File: config.mk
export PLATFORM = sky130hd
export DESIGN_NAME = button_debouncer
export DESIGN_NICKNAME = d
export VERILOG_FILES = /design/src/rtl/button_debouncer.sv
export SDC_FILE = /design/constraint.sdc
export NUM_CORES = 1
export LEC_CHECK = 0
export ABC_AREA = 1
export CAP_MARGIN = 20
export CORE_AREA = 2 2 39 41
export DETAILED_ROUTE_END_ITERATION = 16
export DIE_AREA = 0 0 41 43
export GPL_TIMING_DRIVEN = 0
export MAX_ROUTING_LAYER = met4
export PLACE_DENSITY = 0.65
export SLEW_MARGIN = 20
export SYNTH_ARGS = -nofsm -noshare
export SYNTH_HDL_FRONTEND = slang
export SYNTH_SLANG_ARGS = --single-unit
File: constraint.sdc
create_clock -name org_clk -period 2.6 [get_ports org_clk]
set_input_delay 0.52 -clock org_clk [delete_from_list [all_inputs] [get_ports org_clk]]
set_output_delay 0.52 -clock org_clk [all_outputs]
set_load 0.02 [all_outputs]
File: src/rtl/button_debouncer.sv
// Push-button debouncer sampled on rising edges of div_clk; emits level, press/release pulses.
// Optional long-press pulse enabled by defining BUTTON_DEBOUNCER_LONG_PRESS_EN.
module button_debouncer #(
    parameter int STABLE_TICKS = 4,
    parameter int LONG_TICKS   = 64
) (
    input  logic org_clk,
    input  logic sys_rst,
    input  logic div_clk,
    input  logic btn_raw,
    output logic btn_level,
    output logic btn_press,
    output logic btn_release,
    output logic btn_long
);
    localparam int CW = $clog2(STABLE_TICKS + 1);

    if (STABLE_TICKS < 2 || STABLE_TICKS > 255) begin : g_bad_stable
        $error("STABLE_TICKS out of range 2..255");
    end
    if (LONG_TICKS < 1 || LONG_TICKS > 65535) begin : g_bad_long
        $error("LONG_TICKS out of range 1..65535");
    end

    typedef enum logic [1:0] {
        IDLE         = 2'd0,
        PRESS_WAIT   = 2'd1,
        PRESSED      = 2'd2,
        RELEASE_WAIT = 2'd3
    } state_t;

    state_t          state_q;
    logic [CW-1:0]   cnt_q;
    logic [CW-1:0]   cnt_inc;
    logic            cnt_done;
    logic            div_clk_q;
    logic            sync1_q;
    logic            sync2_q;
    logic            tick;
    logic            level_q;
    logic            press_q;
    logic            release_q;

    assign tick     = div_clk & ~div_clk_q;
    assign cnt_inc  = cnt_q + CW'(1);
    assign cnt_done = (cnt_inc == CW'(STABLE_TICKS));

    always_ff @(posedge org_clk) begin
        if (sys_rst) begin
            div_clk_q <= 1'b0;
            sync1_q   <= 1'b0;
            sync2_q   <= 1'b0;
        end else begin
            div_clk_q <= div_clk;
            sync1_q   <= btn_raw;
            sync2_q   <= sync1_q;
        end
    end

    always_ff @(posedge org_clk) begin
        if (sys_rst) begin
            state_q   <= IDLE;
            cnt_q     <= '0;
            level_q   <= 1'b0;
            press_q   <= 1'b0;
            release_q <= 1'b0;
        end else begin
            press_q   <= 1'b0;
            release_q <= 1'b0;
            if (tick) begin
                unique case (state_q)
                    IDLE: begin
                        if (sync2_q) begin
                            state_q <= PRESS_WAIT;
                            cnt_q   <= CW'(1);
                        end else begin
                            cnt_q   <= '0;
                        end
                    end
                    PRESS_WAIT: begin
                        if (!sync2_q) begin
                            state_q <= IDLE;
                            cnt_q   <= '0;
                        end else if (cnt_done) begin
                            state_q <= PRESSED;
                            cnt_q   <= '0;
                            level_q <= 1'b1;
                            press_q <= 1'b1;
                        end else begin
                            cnt_q   <= cnt_inc;
                        end
                    end
                    PRESSED: begin
                        if (!sync2_q) begin
                            state_q <= RELEASE_WAIT;
                            cnt_q   <= CW'(1);
                        end
                    end
                    RELEASE_WAIT: begin
                        if (sync2_q) begin
                            state_q   <= PRESSED;
                            cnt_q     <= '0;
                        end else if (cnt_done) begin
                            state_q   <= IDLE;
                            cnt_q     <= '0;
                            level_q   <= 1'b0;
                            release_q <= 1'b1;
                        end else begin
                            cnt_q     <= cnt_inc;
                        end
                    end
                    default: begin
                        state_q <= IDLE;
                        cnt_q   <= '0;
                    end
                endcase
            end
        end
    end

    assign btn_level   = level_q;
    assign btn_press   = press_q;
    assign btn_release = release_q;

`ifdef BUTTON_DEBOUNCER_LONG_PRESS_EN
    logic [15:0] hold_q;
    logic [15:0] hold_inc;
    logic        long_q;

    assign hold_inc = hold_q + 16'd1;

    // Count survives RELEASE_WAIT so a release bounce does not re-arm the long pulse.
    always_ff @(posedge org_clk) begin
        if (sys_rst) begin
            hold_q <= '0;
            long_q <= 1'b0;
        end else begin
            long_q <= 1'b0;
            if (tick) begin
                if (state_q == PRESSED && hold_q != 16'(LONG_TICKS)) begin
                    hold_q <= hold_inc;
                    if (hold_inc == 16'(LONG_TICKS)) begin
                        long_q <= 1'b1;
                    end
                end else if (state_q == RELEASE_WAIT && !sync2_q && cnt_done) begin
                    hold_q <= '0;
                end
            end
        end
    end

    assign btn_long = long_q;
`else
    assign btn_long = 1'b0;
`endif

endmodule

==> reports/metrics.yaml <==
status: "finished clean"
cts_hold_buf: 0
antenna_found_initial: 0
grt_pass1_vias: 389
dieHeight_um: 43
maxSlewViolCount: 0
yosysWarnings: 0
holdCritStartpoint: "sync1_q"
crit_arrival_ps: 1210
critPathSlowestCell: "clkdlybuf4s50_1"
cts_resized: 0
viasPerCell: 4.50
synth_fa_ha_area_share_pct: 4.39
synth_top_area_share_pct: 38.6
synth.area.mux_share_pct: 0
nFillCells: 142
skew_ps: 0.579
syn_to_final_growth_pct: 18.6
grt_usage_pct: 13.8
gr-total-overflow: 0
cts_sinks: 11
diodes: 0
dr.pass1.iters: 4
synth_top_area_cell: "dfxtp_1"
fp.coreArea_um2: 1380
hp-class: "flop to flop"
drtIter0Drc: 2
synth_top_family_by_area: "simple AND/OR/NAND/NOR gates"
cts_root_buf: "clkbuf_4"
rsz0062_at_grt: "false"
crit_type: "flop to primary output"
critical_path.top_delay_family: "buffers and inverters"
die_w_um: 41
path_buf_inv: 1
crit_fanout: 2
ys_seq_elements: 11
synthTopCellsByArea: "dfxtp_1 (39%), nand3_2 (8.8%), inv_1 (8.6%), nand2_1 (7.2%), nand2_4 (5.9%)"
routedWlPerCell_um: 9.31
finalHoldViolCount: 0
power_density_nw_per_um2: 498
postCtsSetupBuffers: 0
ys.flop_type: "dfxtp_1"
p_leak_nw: 0.279
synthDistinctLibCells: 18
io_buffers: 6
yosysMostFrequentCell: "inv_1"
dp_hpwl_um: 666
synth_commonest_cells: "inv_1 (13), dfxtp_1 (11), nand2_1 (11)"
totalWireLength_um: 912
setup_viol: 0
drc: 0
rr_startpoint: "cnt_q[0]"
clockBufferDepth: 2
synth-xor-area-share_pct: 0
clkTransAtPathRegs_ps: 70
grt_pass1_wl_um: 1500
ios: 8
required_ps: 2080
synthArstFlopShare_pct: 0
fmax_mhz: 579
synth_edf_count: 0
initial_utilization_pct: 41.2
syn_avg_cell_area_um2: 7.92
grt_max_degree: 10
start_kind: "flop"
timing.critical_path.to_type: "primary output"
syn_nets: 78
drive_above_1_share_pct: 19.5
crit_path_cell_trace: "clkdlybuf4s50_1"
ys_seq_area_share_pct: 38.6
setup_tns_ps: 0
cts_buffers: 3
cts_tree: "done"
die_area_um2: 1760
vias: 441
vdd_drop_max_mv: 0.298
antenna_left: 0
drv_cap: 0
r2r_slack_ps: 1400
rr_worst_depth: 9
syn_area_um2: 571
clk_latency_ps: 280
cts_max_level: 1
whs_ps: 404
gp_congestion: 0.779
critPathMaxStageDelay_ps: 600
synthSimpleGateAreaFrac_pct: 37.7
period_share_pct: 66.5
num_rows: 14
fin_nets: 89
holdPathStages: 2
synth_cells: 72
min_period_ps: 1730
synth_compound_gate_area_share_pct: 6.14
min_to: "sync2_q"
==> cell type report <==
| type | count | area, µm² | area share, % |
|---|---|---|---|
| Buffer | 2 | 18.8 | 2.77 |
| Clock buffer | 4 | 26.3 | 3.88 |
| Inverter | 14 | 52.6 | 7.76 |
| Multi-Input combinational cell | 45 | 279 | 41.2 |
| Sequential cell | 11 | 220 | 32.5 |
| Tap cell | 16 | 20.0 | 2.96 |
| Timing Repair Buffer | 6 | 60.1 | 8.87 |
==> tightest hold or removal path: stages, from the launching register on <==
cell	delay, ps
dfxtp_1	300
inv_1	40
nor2_1	30
==> worst max path at each step <==
| stage | from | to | slack, ps | cells past startpoint |
|---|---|---|---|---|
| final | btn_level | btn_level | 870 | 1 |
| after global routing | btn_level | btn_level | 840 | 1 |
| after CTS | btn_level | btn_level | 860 | 1 |
| after detailed placement | div_clk | flop | 820 | 9 |
| after global placement | div_clk | flop | 840 | 9 |
| after floorplan | div_clk | flop | 1390 | 8 |
==> where the power goes <==
| group | total (mW) | switching (mW) | internal (mW) | leakage [nW] |
|---|---|---|---|---|
| clock network | 0.123 | 0.0633 | 0.0597 | 0.0150 |
| registers | 0.179 | 0.00489 | 0.174 | 0.0898 |
| logic | 0.0351 | 0.0196 | 0.0155 | 0.174 |
==> per-stage QoR <==
stage	total power, mW	setup slack, ps	instance area (µm²)	std cells	util, %
2_1_floorplan	0.208	1390	571	72	-
3_3_place_gp	0.217	842	651	94	47.0
3_5_place_dp	0.218	817	651	94	47.0
4_1_cts	0.339	864	677	98	48.9
5_1_grt	0.347	839	677	98	48.9
6_report	0.337	872	677	98	48.9
==> flip-flops by register name, indices dropped and copies added, names as in the netlist, named ones only <==
name,flops
btn_level,1
sync1_q,1
state_q,1
btn_release,1
cnt_q,3
btn_press,1
div_clk_q,1
sync2_q,1
==> routing by layer <==
metal | GRT usage [%] | part of all wire, %
met5 | - | 0
met4 | 14.0 | 4.8
met3 | 3.14 | 5.7
met2 | 17.8 | 40
met1 | 16.1 | 49
==> logic make-up after synthesis <==
family	count (synthesis)
compound gates	7
simple gates	35
other cells	1
buf+inv	16
flops	11
fa+ha+maj	2
==> cell usage in the layout, fill, tap and decap left out <==
cell type / count
clkdlybuf4s50_1: 6
clkbuf_4: 3
nand3_2: 5
o21ai_0: 2
nor2_1: 8
inv_2: 1
nand3_1: 2
a21oi_1: 5
inv_1: 13
nand4_1: 3
buf_6: 1
conb_1: 1
nor3_1: 1
nor2_2: 1
ha_1: 2
clkbuf_1: 1
nand2_1: 11
dfxtp_1: 11
nor2_8: 1
buf_4: 1
nand2_4: 3
Power figures use the tool's default switching activity.
